**config.mk**
```make
export PLATFORM = sky130hd
export DESIGN_NAME = alu_seq
export DESIGN_NICKNAME = d
export VERILOG_FILES = /design/src/rtl/alu_pkg.sv /design/src/rtl/alu_mul_step.sv /design/src/rtl/alu_seq.sv
export SDC_FILE = /design/constraint.sdc
export NUM_CORES = 1
export LEC_CHECK = 0
export ABC_AREA = 1
export CAP_MARGIN = 15
export CORE_MARGIN = 8
export CORE_UTILIZATION = 40
export DETAILED_ROUTE_END_ITERATION = 8
export PLACE_DENSITY = 0.62
export SYNTH_ARGS = -nofsm -noshare
export SYNTH_HDL_FRONTEND = slang
export SYNTH_HIERARCHICAL = 1
export SYNTH_SLANG_ARGS = --single-unit
```
**constraint.sdc**
```tcl
create_clock -name clk -period 3 [get_ports clk]
set_input_delay 0.3 -clock clk [delete_from_list [all_inputs] [get_ports clk]]
set_output_delay 0.3 -clock clk [all_outputs]
set_load 0.05 [all_outputs]
```
**src/rtl/alu_pkg.sv**
```systemverilog
// Shared command/datapath codes, flag indices and sequencer state type for the ALU
// command sequencer.
package alu_pkg;

    localparam logic [2:0] CMD_ADD     = 3'd0;
    localparam logic [2:0] CMD_SUB     = 3'd1;
    localparam logic [2:0] CMD_AND     = 3'd2;
    localparam logic [2:0] CMD_OR      = 3'd3;
    localparam logic [2:0] CMD_XOR     = 3'd4;
    localparam logic [2:0] CMD_ABSDIFF = 3'd5;
    localparam logic [2:0] CMD_MUL     = 3'd6;
    localparam logic [2:0] CMD_CMP     = 3'd7;

    localparam logic [2:0] DP_OP_ADD = 3'd0;
    localparam logic [2:0] DP_OP_SUB = 3'd1;
    localparam logic [2:0] DP_OP_AND = 3'd2;
    localparam logic [2:0] DP_OP_OR  = 3'd3;
    localparam logic [2:0] DP_OP_XOR = 3'd4;

    localparam int FLAG_NE = 0;
    localparam int FLAG_EQ = 1;
    localparam int FLAG_LT = 2;
    localparam int FLAG_GT = 3;

    typedef enum logic [2:0] {
        ST_IDLE = 3'd0,
        ST_EXEC = 3'd1,
        ST_ABS  = 3'd2,
        ST_MUL  = 3'd3,
        ST_DONE = 3'd4
    } alu_seq_state_t;

endpackage

```
**src/rtl/alu_mul_step.sv**
```systemverilog
// Shift-and-add multiplier bookkeeping: holds accumulator, multiplicand, multiplier and
// iteration count; the addition itself is done by the external datapath (dp_r).
module alu_mul_step #(
    parameter int WIDTH = 32
) (
    input  logic             clk,
    input  logic             rst_n,
    input  logic             load,
    input  logic [WIDTH-1:0] a,
    input  logic [WIDTH-1:0] b,
    input  logic             step,
    input  logic [WIDTH-1:0] dp_r,
    output logic [WIDTH-1:0] acc_next,
    output logic [WIDTH-1:0] mcand_next,
    output logic             done
);

    localparam int CNT_W = (WIDTH > 1) ? $clog2(WIDTH) : 1;

    logic [WIDTH-1:0] acc_q,    acc_d;
    logic [WIDTH-1:0] mcand_q,  mcand_d;
    logic [WIDTH-1:0] mplier_q, mplier_d;
    logic [CNT_W-1:0] cnt_q,    cnt_d;

    // dp_r is acc_q + mcand_q while stepping, so it is only taken when the
    // current multiplier bit is set.
    assign acc_next   = mplier_q[0] ? dp_r : acc_q;
    assign mcand_next = mcand_q << 1;
    assign done       = step && (cnt_q == CNT_W'(WIDTH - 1));

    always_comb begin
        // NOTE: every _d gets a default before any branch so no path leaves it
        // unassigned; otherwise synthesis infers a latch.
        acc_d    = acc_q;
        mcand_d  = mcand_q;
        mplier_d = mplier_q;
        cnt_d    = cnt_q;
        if (load) begin
            acc_d    = '0;
            mcand_d  = a;
            mplier_d = b;
            cnt_d    = '0;
        end else if (step) begin
            acc_d    = acc_next;
            mcand_d  = mcand_next;
            mplier_d = mplier_q >> 1;
            cnt_d    = cnt_q + 1'b1;
        end
    end

    // NOTE: state registers use non-blocking assignments so every flop samples
    // pre-edge values regardless of statement order.
    always_ff @(posedge clk or negedge rst_n) begin
        if (!rst_n) begin
            acc_q    <= '0;
            mcand_q  <= '0;
            mplier_q <= '0;
            cnt_q    <= '0;
        end else begin
            acc_q    <= acc_d;
            mcand_q  <= mcand_d;
            mplier_q <= mplier_d;
            cnt_q    <= cnt_d;
        end
    end

endmodule

```
**src/rtl/alu_seq.sv**
```systemverilog
// Multi-cycle command sequencer: drives the registered datapath interface (dp_*) and
// builds ABSDIFF, MUL and CMP out of plain datapath passes.
module alu_seq
    import alu_pkg::*;
#(
    parameter int WIDTH = 32
) (
    input  logic             clk,
    input  logic             rst_n,
    input  logic             req_valid,
    output logic             req_ready,
    input  logic [2:0]       req_cmd,
    input  logic [WIDTH-1:0] req_a,
    input  logic [WIDTH-1:0] req_b,
    output logic             resp_valid,
    input  logic             resp_ready,
    output logic [WIDTH-1:0] resp_r,
    output logic [3:0]       resp_flags,
    output logic [2:0]       dp_op,
    output logic [WIDTH-1:0] dp_a,
    output logic [WIDTH-1:0] dp_b,
    input  logic [WIDTH-1:0] dp_r,
    input  logic [3:0]       dp_flags
);

    alu_seq_state_t   state_q, state_d;
    logic [2:0]       cmd_q,   cmd_d;
    logic [WIDTH-1:0] a_q,     a_d;
    logic [WIDTH-1:0] b_q,     b_d;
    logic [WIDTH-1:0] r_q,     r_d;
    logic [3:0]       flags_q, flags_d;
    logic [2:0]       dp_op_q, dp_op_d;
    logic [WIDTH-1:0] dp_a_q,  dp_a_d;
    logic [WIDTH-1:0] dp_b_q,  dp_b_d;
    logic             rdy_q,   rdy_d;

    logic             mul_load;
    logic             mul_step;
    logic             mul_done;
    logic [WIDTH-1:0] acc_next;
    logic [WIDTH-1:0] mcand_next;

    alu_mul_step #(.WIDTH(WIDTH)) u_mul_step (
        .clk        (clk),
        .rst_n      (rst_n),
        .load       (mul_load),
        .a          (a_q),
        .b          (b_q),
        .step       (mul_step),
        .dp_r       (dp_r),
        .acc_next   (acc_next),
        .mcand_next (mcand_next),
        .done       (mul_done)
    );

    // Ready is a flop so it stays low throughout reset and rises one edge after release.
    assign req_ready  = rdy_q;
    assign resp_valid = (state_q == ST_DONE);
    assign resp_r     = r_q;
    assign resp_flags = flags_q;
    assign dp_op      = dp_op_q;
    assign dp_a       = dp_a_q;
    assign dp_b       = dp_b_q;

    always_comb begin
        state_d  = state_q;
        cmd_d    = cmd_q;
        a_d      = a_q;
        b_d      = b_q;
        r_d      = r_q;
        flags_d  = flags_q;
        dp_op_d  = dp_op_q;
        dp_a_d   = dp_a_q;
        dp_b_d   = dp_b_q;
        mul_load = 1'b0;
        mul_step = 1'b0;

        case (state_q)
            ST_IDLE: begin
                if (req_valid && rdy_q) begin
                    cmd_d   = req_cmd;
                    a_d     = req_a;
                    b_d     = req_b;
                    dp_a_d  = req_a;
                    dp_b_d  = req_b;
                    dp_op_d = (req_cmd < CMD_ABSDIFF) ? req_cmd : DP_OP_SUB;
                    state_d = ST_EXEC;
                end
            end
            ST_EXEC: begin
                flags_d = dp_flags;
                case (cmd_q)
                    CMD_ABSDIFF: begin
                        if (dp_flags[FLAG_LT]) begin
                            dp_a_d = b_q;
                            dp_b_d = a_q;
                        end
                        dp_op_d = DP_OP_SUB;
                        state_d = ST_ABS;
                    end
                    CMD_MUL: begin
                        mul_load = 1'b1;
                        dp_op_d  = DP_OP_ADD;
                        dp_a_d   = '0;
                        dp_b_d   = a_q;
                        state_d  = ST_MUL;
                    end
                    CMD_CMP: begin
                        r_d     = '0;
                        state_d = ST_DONE;
                    end
                    default: begin
                        r_d     = dp_r;
                        state_d = ST_DONE;
                    end
                endcase
            end
            ST_ABS: begin
                r_d     = dp_r;
                state_d = ST_DONE;
            end
            ST_MUL: begin
                // Present next acc/mcand so dp_r is their sum during the following step.
                mul_step = 1'b1;
                dp_a_d   = acc_next;
                dp_b_d   = mcand_next;
                if (mul_done) begin
                    r_d     = acc_next;
                    state_d = ST_DONE;
                end
            end
            ST_DONE: begin
                if (resp_ready) begin
                    state_d = ST_IDLE;
                end
            end
            default: state_d = ST_IDLE;
        endcase

        rdy_d = (state_d == ST_IDLE);
    end

    always_ff @(posedge clk or negedge rst_n) begin
        if (!rst_n) begin
            state_q <= ST_IDLE;
            cmd_q   <= '0;
            a_q     <= '0;
            b_q     <= '0;
            r_q     <= '0;
            flags_q <= '0;
            dp_op_q <= '0;
            dp_a_q  <= '0;
            dp_b_q  <= '0;
            rdy_q   <= 1'b0;
        end else begin
            state_q <= state_d;
            cmd_q   <= cmd_d;
            a_q     <= a_d;
            b_q     <= b_d;
            r_q     <= r_d;
            flags_q <= flags_d;
            dp_op_q <= dp_op_d;
            dp_a_q  <= dp_a_d;
            dp_b_q  <= dp_b_d;
            rdy_q   <= rdy_d;
        end
    end

endmodule

```
After elaboration in Yosys (flattened, before gate mapping):

Index checks and enable logic that the tools add are counted.

* $add $sub $neg: 1
* order comparisons: 1
* equality and inequality tests: 13
* muxes and demuxes: 32
* reduce and logical (&&, ||, !) cells: 13

Operators by type and width (number)
* $mux 32: 10
* $pmux 32 s3: 3
* $pmux 32 s2: 3
* $mux 31: 2
* $pmux 3 s2: 3
* $mux 3: 5
* $pmux 3 s5: 1
* $eq 3x3->1 const B: 4
* $mux 5: 2
* $eq 3x2->1 const B: 2
* $logic_not 3->1: 2
* $ne 2x2->1 const B: 3
* $ne 3x3->1 const B: 2
* $reduce_and 3->1: 2
* $reduce_bool 3->1: 2
* $add 5x1->5 const B: 1
* $eq 5x5->1 const B: 1
* $reduce_and 4->1: 1
* $reduce_bool 2->1: 2
* $eq 3x1->1 const B: 1
* $lt 3x3->1 const B: 1
* $mux 1: 3
* $logic_and 1x1->1: 2
* $reduce_and 2->1: 1
* $reduce_or 2->1: 1

* register bits after elaboration: 274
* input bits: 107
* output and inout port bits: 105
* logic and storage cells: 74

Depth between registers and ports, before layout:

Gate-level depths: netlist of run 1.

* word-level depth: 6
* gate-level depth with buffers: 14
* mapped depth without buffers: 11

By module:

Netlist of run 1, hierarchy kept.

By module, submodules not included
* alu_seq: instances 1, cells each 1153, area each 8475.6 um^2, sequential area each 4354.2 um^2
* alu_mul_step: instances 1, cells each 533, area each 4515.6 um^2, sequential area each 2502.4 um^2

Worst setup path before layout of run 1:

No wires, ideal clock.

* path kind: register to register
* start point: register state_q[2]
* end point: register r_q[10], in the netlist resp_r[10]
* setup time: 118 ps
* arrival time: 2237 ps
* required time: 2882 ps
* setup slack: 645 ps
* stages on the path, launching flop included: 15
* buffers on the path: 4
* clock period less this slack: 2355 ps
* cell sequence: dfrtp_1 -> inv_2 -> nand2_1 -> nor2_2 -> buf_4 -> buf_2 -> clkbuf_1 -> nand2_1 -> inv_1 -> inv_1 -> a21oi_2 -> nand2_1 -> buf_2 -> nand2_1 -> nand2_1

* cells in the longest elaborated chain, start to end: 5
* elaborated cells on any way between the ends: 10
* classes of those cells: 5 x eq/ne; 2 x mux; 3 x reduce/logical

RTL lines
* start: declaration: RTL line alu_seq.sv:26 `alu_seq_state_t state_q, state_d;`
* start signal: assignment: RTL line alu_seq.sv:156 `state_q <= state_d;`
* $eq 3x2->1: RTL line alu_seq.sv:78 `case (state_q)`
* $mux 1: RTL line alu_seq.sv:78
* net mul_step: RTL line alu_seq.sv:38 `logic mul_step;`
* $logic_and 1x1->1: RTL line alu_mul_step.sv:29 `assign done = step && (cnt_q == CNT_W'(WIDTH - 1));`
* net mul_done: RTL line alu_seq.sv:39 `logic mul_done;`
* $ne 2x2->1 (no line)
* $reduce_and 3->1 (no line)
* end signal: assignment: RTL line alu_seq.sv:160 `r_q <= r_d;`
* end: declaration: RTL line alu_seq.sv:30 `logic [WIDTH-1:0] r_q, r_d;`

The timed path passes the listed nets, and every way through them passes these cells.
A chain may end at the register's enable or synchronous reset.

Final worst setup path of run 1:

* start point: register state_q[0]
* end point: output port resp_valid

* cells in the longest elaborated chain, start to end: 1

RTL lines
* $eq 3x3->1: RTL line alu_seq.sv:58 `assign resp_valid = (state_q == ST_DONE);`
* end: declaration: RTL line alu_seq.sv:15 `output logic resp_valid,`

No other way between the ends.

==> results of run 1 <==
[flip-flops by register name, summed over array words and instances (netlist names), 4 cells and up]
name,count
u_mul_step/mplier_q,32
resp_r,32
resp_flags,4
u_mul_step/mcand_q,31
dp_a,32
a_q,32
dp_b,32
u_mul_step/acc_q,32
b_q,32
u_mul_step/cnt_q,5
[metrics by stage]
step                worst slack [ns]  cells  utilization, %
finish                         0.327   2318            51.3
global placement               0.808   2259            47.9
CTS                            0.262   2317            51.3
floorplan                      0.645   1686               -
detailed placement             0.774   2259            47.9
global route                   0.226   2318            51.3
[layer usage]
| metal | up-vias | GRT usage (%) | routed length [um] |
|---|---|---|---|
| met3 | 71 | 3.75 | 2170 |
| met5 | - | 0 | 27 |
| met4 | 4 | 6.85 | 1220 |
| met2 | 371 | 35.4 | 19500 |
| li1 | 5718 | - | - |
| met1 | 5681 | 27.9 | 18000 |
[power groups by stage]
stage,Sequential [uW],Clock [uW],Combinational [uW]
final,6600,4100,8850
after global routing,6830,4350,9770
after CTS,6600,4190,8970
after detailed placement,6630,0,8930
after global placement,6630,0,8770
after floorplan,8600,0,3970
[kinds of logic after synthesis]
group,synth area share (%)
simple gates,31.3
flops,52.8
buf+inv,7.34
compound gates,8.41
fa+ha+maj,0.193
other cells,0.0289
[worst max-delay path: stages (launching register included)]
cell and delay, ns:
sky130_fd_sc_hd__dfrtp_1 0.45, sky130_fd_sc_hd__nor2_1 0.24, sky130_fd_sc_hd__inv_1 0.10, sky130_fd_sc_hd__nor2_1 0.17, sky130_fd_sc_hd__clkdlybuf4s50_1 0.85
[repair_timing]
item,4_1_cts,5_1_grt
endpoints found under the setup margin,0,0
hold endpoints to repair,72,0
setup buffers,0,0
hold buffers,1,0
[how the worst max path moves through the flow]
stage	start	endpoint	slack [ns]	depth (start not counted)
after floorplan	state_q[2]$_DFF_PN0_	resp_r[10]$_DFFE_PN0P_	0.65	14
after global placement	state_q[2]$_DFF_PN0_	u_mul_step/mplier_q[0]$_DFFE_PN0P_	0.81	9
after detailed placement	state_q[2]$_DFF_PN0_	u_mul_step/acc_q[0]$_DFFE_PN0P_	0.77	7
after CTS	state_q[0]$_DFF_PN0_	resp_valid	0.26	4
after global routing	state_q[0]$_DFF_PN0_	resp_valid	0.23	4
final	state_q[0]$_DFF_PN0_	resp_valid	0.33	4
[layout by cell type (no fill, tap or decap), types with 2 or more instances in the layout]
cell | Yosys | layout
sky130_fd_sc_hd__a21oi_1 | 8 | 8
sky130_fd_sc_hd__a22o_1 | 2 | 2
sky130_fd_sc_hd__a22oi_1 | 35 | 35
sky130_fd_sc_hd__buf_12 | 0 | 5
sky130_fd_sc_hd__buf_4 | 9 | 20
sky130_fd_sc_hd__bufinv_16 | 0 | 5
sky130_fd_sc_hd__clkbuf_1 | 37 | 6
sky130_fd_sc_hd__clkbuf_16 | 0 | 31
sky130_fd_sc_hd__clkbuf_8 | 0 | 8
sky130_fd_sc_hd__clkdlybuf4s50_1 | 0 | 210
sky130_fd_sc_hd__clkinv_2 | 0 | 5
sky130_fd_sc_hd__dfrtp_1 | 274 | 274
sky130_fd_sc_hd__ha_1 | 2 | 2
sky130_fd_sc_hd__inv_1 | 119 | 118
sky130_fd_sc_hd__inv_2 | 4 | 5
sky130_fd_sc_hd__nand2_1 | 723 | 722
sky130_fd_sc_hd__nand3_1 | 245 | 244
sky130_fd_sc_hd__nor2_1 | 13 | 13
sky130_fd_sc_hd__nor2_4 | 3 | 5
sky130_fd_sc_hd__o211ai_2 | 4 | 4
sky130_fd_sc_hd__o21ai_0 | 127 | 127
sky130_fd_sc_hd__o21ai_1 | 14 | 14
[final cells by class]
class                      count  area, sq um  area share [%]
sequential                   274         6860            41.4
multi-input combinational   1184         5210            31.4
timing repair buffer         237         2380            14.3
clock buffer                  45          908            5.48
tap                          442          553            3.34
inverter                     123          462            2.79
clock inverter                12          203            1.22
antenna                        1         2.50          0.0151
==> out/qor_table.md, run 1 <==
| Stage | Parameter | This run |
|---|---|---|
| yosys | Synth top area share | 52.8% |
| cts | Number of resized instances in the post-cts repair step | 0 |
| cts | Clock transition at the registers of the reported paths | 0.06 ns |
| timing | Worst slew margin relative to its limit | 45.8% |
| power and ir drop | Pwr per Cell Area | 1180 nW/um^2 |
| detailed routing | Residual DRC | 0 |
| global route | Wire length of the first global-routing pass | 66.4 mm |
| worst setup path | Critical R2R Launch | state_q[2]$_DFF_PN0_ |
| finish | Fraction of final layout cells with drive strength greater than 1 | 5.12% |
| power and ir drop | Clock power frac | 21.0% |
| placed design | Placed wire-length estimate after detailed placement | 27.6 mm |
| min path | Worst min-delay path endpoint | resp_flags[3]$_DFFE_PN0N_ |
| timing | Worst-margin pin slew | 0.813 ns |
| finish | Final design instance area without fill | 16600 sq um |
| worst setup path | CP arrival | 2.37 ns |
| timing | Setup repair after global routing missed its margin | no |
| worst setup path | Path type of the worst setup path | reg2out |
| yosys | Most used DFF post-synth | sky130_fd_sc_hd__dfrtp_1 |
| worst setup path | Worst reg2reg path endpoint | u_mul_step/acc_q[1]$_DFFE_PN0P_ |
| worst setup path | Worst Setup Start Kind | flip-flop |
| cts | Total clock buffers created by CTS | 31 |
| power and ir drop | Leakage | 0.00820 uW |
| placed design | Post-placement cell area | 15500 sq um |
| detailed routing | Detail-routed via count per cell | 5.11 |
| min path | Tightest Hold Check Type | in2reg |
| floorplan | Starting Density | 40.2% |
| timing | Final worst-path cycle share | 89.1% |
| worst setup path | Critical-path maximum fanout | 5 |
| yosys | Seq cells post-synth | 274 |
| timing | Post-layout minimum cycle time | 2.67 ns |
| floorplan | Core outline area | 32300 sq um |
| detailed routing | Post-detailed-route count of antenna-violating nets | 0 |
| floorplan | Overall die height | 196 um |
| global route | Largest net degree at the start of global routing | 88 |
| yosys | Fraction of registers with async set or reset after synthesis | 100% |
| floorplan | I/O pin total | 212 |
| timing | Count of endpoints failing setup in the final report | 0 |
| worst setup path | Reg2reg path depth | 9 |
| yosys | List of most frequent post-synthesis cells | sky130_fd_sc_hd__nand2_1 (723), sky130_fd_sc_hd__dfrtp_1 (274), sky130_fd_sc_hd__nand3_1 (245) |
| timing | Summed negative setup slack over all endpoints | 0 ns |
| cts | Master cell of the clock root buffer | sky130_fd_sc_hd__clkbuf_16 |
| floorplan | Cell Rows | 66 |
| power and ir drop | Sequential Power Share | 33.8% |
| cts | Clk Latency, worst-skew pair | 0.57 ns |
| cts | Clock tree from TritonCTS | done |
| min path | Hold wc startpoint | dp_flags[3] |
| finish | Layout area overhead | 27.6% |
| yosys | Share of synthesized area occupied by flip-flops and latches | 52.8% |
| yosys | Cell taking the most area after synthesis | sky130_fd_sc_hd__dfrtp_1 |
| floorplan | Die ar. | 38500 sq um |
| detailed routing | Number of DRC markers in iteration 0 | 970 |
| global route | Initial antenna violation count | 3 |
| detailed routing | Total number of vias | 11800 |
| finish | Fill cell total of the finished layout | 3127 |
| timing | Pins over their slew limit | 0 |
| yosys | Cell count after synthesis | 1686 |
| cts | Worst-case clock buffer depth | 3 |
| yosys | Post-synthesis instance area | 13000 sq um |
| detailed routing | Detailed Route WL | 40.8 mm |
| finish | Final-stage net count | 1960 |
| power and ir drop | Switching part of the total | 44.7% |
| cts | Maximum level of the CTS H-tree | 1 |
| floorplan | Die X-Extent | 196 um |
| timing | Upper clock frequency limit | 374 MHz |
| yosys | Number of enable-type register cells in the synthesized netlist | 0 |
| yosys | Top cells by area in the synthesized netlist | sky130_fd_sc_hd__dfrtp_1 (53%), sky130_fd_sc_hd__nand2_1 (21%), sky130_fd_sc_hd__nand3_1 (9.4%), sky130_fd_sc_hd__o21ai_0 (4.9%), sky130_fd_sc_hd__inv_1 (3.4%) |
| timing | Worst Hold Slack | 0.263 ns |
| placed design | Port Buffers | 211 |
| yosys | Nets in the synthesized netlist | 1795 |
| yosys | Unique masters post-synth | 26 |
| yosys | Count of yosys warnings during synthesis | 6 |
| worst setup path | CP Data Required Time | 2.70 ns |
| worst setup path | Type of destination of the critical path | output port |
| power and ir drop | Internal cell power | 10800 uW |
| detailed routing | Routed len/inst | 17.6 um |
| worst setup path | R2R setup slack | 0.72 ns |
| global route | Number of global-route vias before repair | 12100 |
| power and ir drop | Largest voltage drop on the vdd net | 0.736 mV |
| timing | Skew final | 0.0159 ns |
| power and ir drop | Net switching power | 8730 uW |
| power and ir drop | Overall power consumption | 19500 uW |
| min path | Number of cells on the worst hold path | 3 |
| yosys | Leading cell type by number of instances after synthesis | sky130_fd_sc_hd__nand2_1 |
| timing | Number of hold violations in the final report | 0 |
| run | Max_cap viols | 0 |
| global route | GRT Residual Overflow | 0 |
| placed design | Final Wtd Congestion | 0.850 |
| outcome | Run status | finished, final reports clean |
| detailed routing | Router iterations before antenna repair | 5 |
| global route | Global-route usage over all layers | 21.3% |
| power and ir drop | Comb power frac | 45.3% |
| yosys | Post-Synthesis Mean Instance Area | 7.71 sq um |
| cts | Clock tree sinks | 274 |
Note: power is estimated with default switching activity, not from simulation.
==> run 2: changes to the inputs <==
- PLACE_DENSITY: 0.62 -> 0.64
- clock period: 3 -> 2.38 ns (I/O delays scaled with it)
==> run 2 against run 1 <==
Flip-flop and latch count did not move. Clock skew up 0.0036 ns. Power rose by 26%. Critical path depth rose by 8. Non-clock buffer count did not move. Wire length up 1.1%. Setup slack lost 0.15 ns. Critical path type is now reg2reg.
==> out/qor_table.md, run 2 (synthesis results as in run 1) <==
| Stage | Parameter | This run |
|---|---|---|
| worst setup path | Path type of the worst setup path | reg2reg |
| detailed routing | Router iterations before antenna repair | 6 |
| placed design | Placed wire-length estimate after detailed placement | 27.5 mm |
| finish | Fraction of final layout cells with drive strength greater than 1 | 5.11% |
| timing | Pins over their slew limit | 0 |
| global route | Busiest layer in global routing | met2 |
| finish | Fill cell total of the finished layout | 3067 |
| timing | Skew final | 0.0196 ns |
| min path | Tightest Hold Check Type | in2reg |
| global route | Global-route usage over all layers | 21.2% |
| placed design | Final Wtd Congestion | 0.861 |
| outcome | Run status | finished, final reports clean |
| worst setup path | CP Data Required Time | 2.76 ns |
| cts | Worst-case clock buffer depth | 3 |
| finish | Count of antenna diodes in the layout | 0 |
| detailed routing | Total number of vias | 12000 |
| global route | GRT Residual Overflow | 0 |
| run | Max_cap viols | 0 |
| detailed routing | Number of DRC markers in iteration 0 | 1042 |
| timing | Setup repair after global routing missed its margin | no |
| detailed routing | Detailed Route WL | 41.3 mm |
| timing | Post-layout minimum cycle time | 2.20 ns |
| detailed routing | Routed len/inst | 17.8 um |
| power and ir drop | Pwr per Cell Area | 1480 nW/um^2 |
| detailed routing | Detail-routed via count per cell | 5.18 |
| finish | Final design instance area without fill | 16600 sq um |
| cts | Total clock buffers created by CTS | 34 |
| global route | Initial antenna violation count | 3 |
| cts | Clock tree sinks | 274 |
| placed design | Port Buffers | 211 |
| finish | Most frequent cells in the layout | sky130_fd_sc_hd__nand2_1 (722), sky130_fd_sc_hd__dfrtp_1 (274), sky130_fd_sc_hd__nand3_1 (244), sky130_fd_sc_hd__clkdlybuf4s50_1 (209), sky130_fd_sc_hd__o21ai_0 (127) |
| floorplan | I/O pin total | 212 |
| global route | Met2 Track Usage GR | 34.7% |
| cts | Maximum level of the CTS H-tree | 2 |
| floorplan | Die X-Extent | 196 um |
| finish | Final-stage net count | 1964 |
| worst setup path | Worst Setup Start Kind | flip-flop |
| global route | Largest net degree at the start of global routing | 137 |
| global route | GR Util met1 | 27.3% |
| cts | Clk Latency, worst-skew pair | 0.51 ns |
| floorplan | Die ar. | 38500 sq um |
| finish | Layout area overhead | 27.7% |
| timing | Summed negative setup slack over all endpoints | 0 ns |
| cts | Master cell of the clock root buffer | sky130_fd_sc_hd__clkbuf_16 |
| detailed routing | Residual DRC | 0 |
| global route | Number of global-route vias before repair | 11900 |
| timing | Number of hold violations in the final report | 0 |
| floorplan | Overall die height | 196 um |
| power and ir drop | Largest voltage drop on the vdd net | 1.00 mV |
| placed design | Post-placement cell area | 15500 sq um |
| timing | Worst-margin pin slew | 0.838 ns |
| timing | Final worst-path cycle share | 92.4% |
| worst setup path | Type of destination of the critical path | flip-flop |
| cts | Post CTS Setup Buffer Count | 0 |
| timing | Upper clock frequency limit | 455 MHz |
| power and ir drop | Leakage | 0.00820 uW |
| detailed routing | Post-detailed-route count of antenna-violating nets | 0 |
| cts | Clock transition at the registers of the reported paths | 0.06 ns |
| worst setup path | CP arrival | 2.58 ns |
| finish | Leading cell type in the layout, fill and taps excluded | sky130_fd_sc_hd__nand2_1 |
| cts | Clock tree from TritonCTS | done |
| floorplan | Cell Rows | 66 |
| global route | Global Route met3 Usage | 4.85% |
| floorplan | Core outline area | 32300 sq um |
| timing | Count of endpoints failing setup in the final report | 0 |
| timing | Worst slew margin relative to its limit | 44.1% |
| worst setup path | Critical-path maximum fanout | 49 |
| global route | Wire length of the first global-routing pass | 65.9 mm |
| floorplan | Starting Density | 40.2% |
run 2: cell count changes in the layout (fill, tap and decap cells not counted), sizes merged:
cell           change
nor2               +1
bufinv             -3
diode              -1
clkdlybuf4s50      -1
buf                +1
clkbuf             +4
run 2: final cells by class:
| class | count | area, sq um | area share (%) |
|---|---|---|---|
| clock buffer | 49 | 978 | 5.90 |
| clock inverter | 9 | 101 | 0.611 |
| inverter | 123 | 462 | 2.78 |
| multi-input combinational | 1185 | 5220 | 31.5 |
| sequential | 274 | 6860 | 41.3 |
| tap | 442 | 553 | 3.33 |
| timing repair buffer | 237 | 2420 | 14.6 |
run 2: timing repair:
action	CTS	global route
hold buffers	1	0
endpoints found under the setup margin	0	48
endpoints found under the hold margin	74	0
gates resized for setup	0	2
run 2: worst paths after layout:
| kind | start | to | slack (ns) | depth (start not counted) |
|---|---|---|---|---|
| max | state_q[2]$_DFF_PN0_ | resp_r[2]$_DFFE_PN0P_ | 0.18 | 12 |
| min | dp_flags[3] | resp_flags[3]$_DFFE_PN0N_ | 0.27 | 3 |
| max reg2reg | state_q[2]$_DFF_PN0_ | resp_r[2]$_DFFE_PN0P_ | 0.18 | 12 |
| min reg2reg | dp_b[12]$_DFFE_PN0P_ | dp_b[12]$_DFFE_PN0P_ | 0.47 | 2 |
| max in group asynchronous | rst_n | resp_r[27]$_DFFE_PN0P_ | 1.22 | 3 |
| min in group asynchronous | rst_n | dp_b[5]$_DFFE_PN0P_ | 0.34 | 2 |
run 2: metrics by stage:
| stage | setup slack [ns] | hold slack (ns) | total power [uW] | std cells | util [%] |
|---|---|---|---|---|---|
| after global placement | 0.228 | 0.271 | 19500 | 2259 | 48.0 |
| after floorplan | 0.0251 | -0.0576 | 15800 | 1686 | - |
| after CTS | 0.112 | 0.254 | 24900 | 2318 | 51.3 |
| final | 0.182 | 0.269 | 24600 | 2319 | 51.4 |
| after global routing | 0.0143 | 0.281 | 26300 | 2319 | 51.4 |
| after detailed placement | 0.118 | 0.278 | 19700 | 2259 | 48.0 |
run 2: power by group:
group          internal (uW)  total (uW)  switching (uW)
clock network           3070        5040            1970
logic                   3590       11200            7650
registers               6890        8340            1450
total                  13500       24600           11100
run 2: metal layers:
| metal | up-vias | routed length, um |
|---|---|---|
| met5 | - | 42 |
| met4 | 6 | 1370 |
| met3 | 86 | 3050 |
| met2 | 428 | 19500 |
| met1 | 5763 | 17300 |
| li1 | 5729 | - |
run 2: worst max-delay path, cell delays in order, from the launching register on:
cell	delay, ns
sky130_fd_sc_hd__dfrtp_1	0.41
sky130_fd_sc_hd__inv_2	0.14
sky130_fd_sc_hd__nand2_1	0.12
sky130_fd_sc_hd__nor2_4	0.25
sky130_fd_sc_hd__buf_12	0.28
sky130_fd_sc_hd__nand2_1	0.09
sky130_fd_sc_hd__inv_1	0.08
sky130_fd_sc_hd__inv_1	0.06
sky130_fd_sc_hd__a21oi_2	0.17
sky130_fd_sc_hd__nand2_1	0.07
sky130_fd_sc_hd__buf_4	0.25
sky130_fd_sc_hd__nand2_1	0.10
sky130_fd_sc_hd__nand2_1	0.06
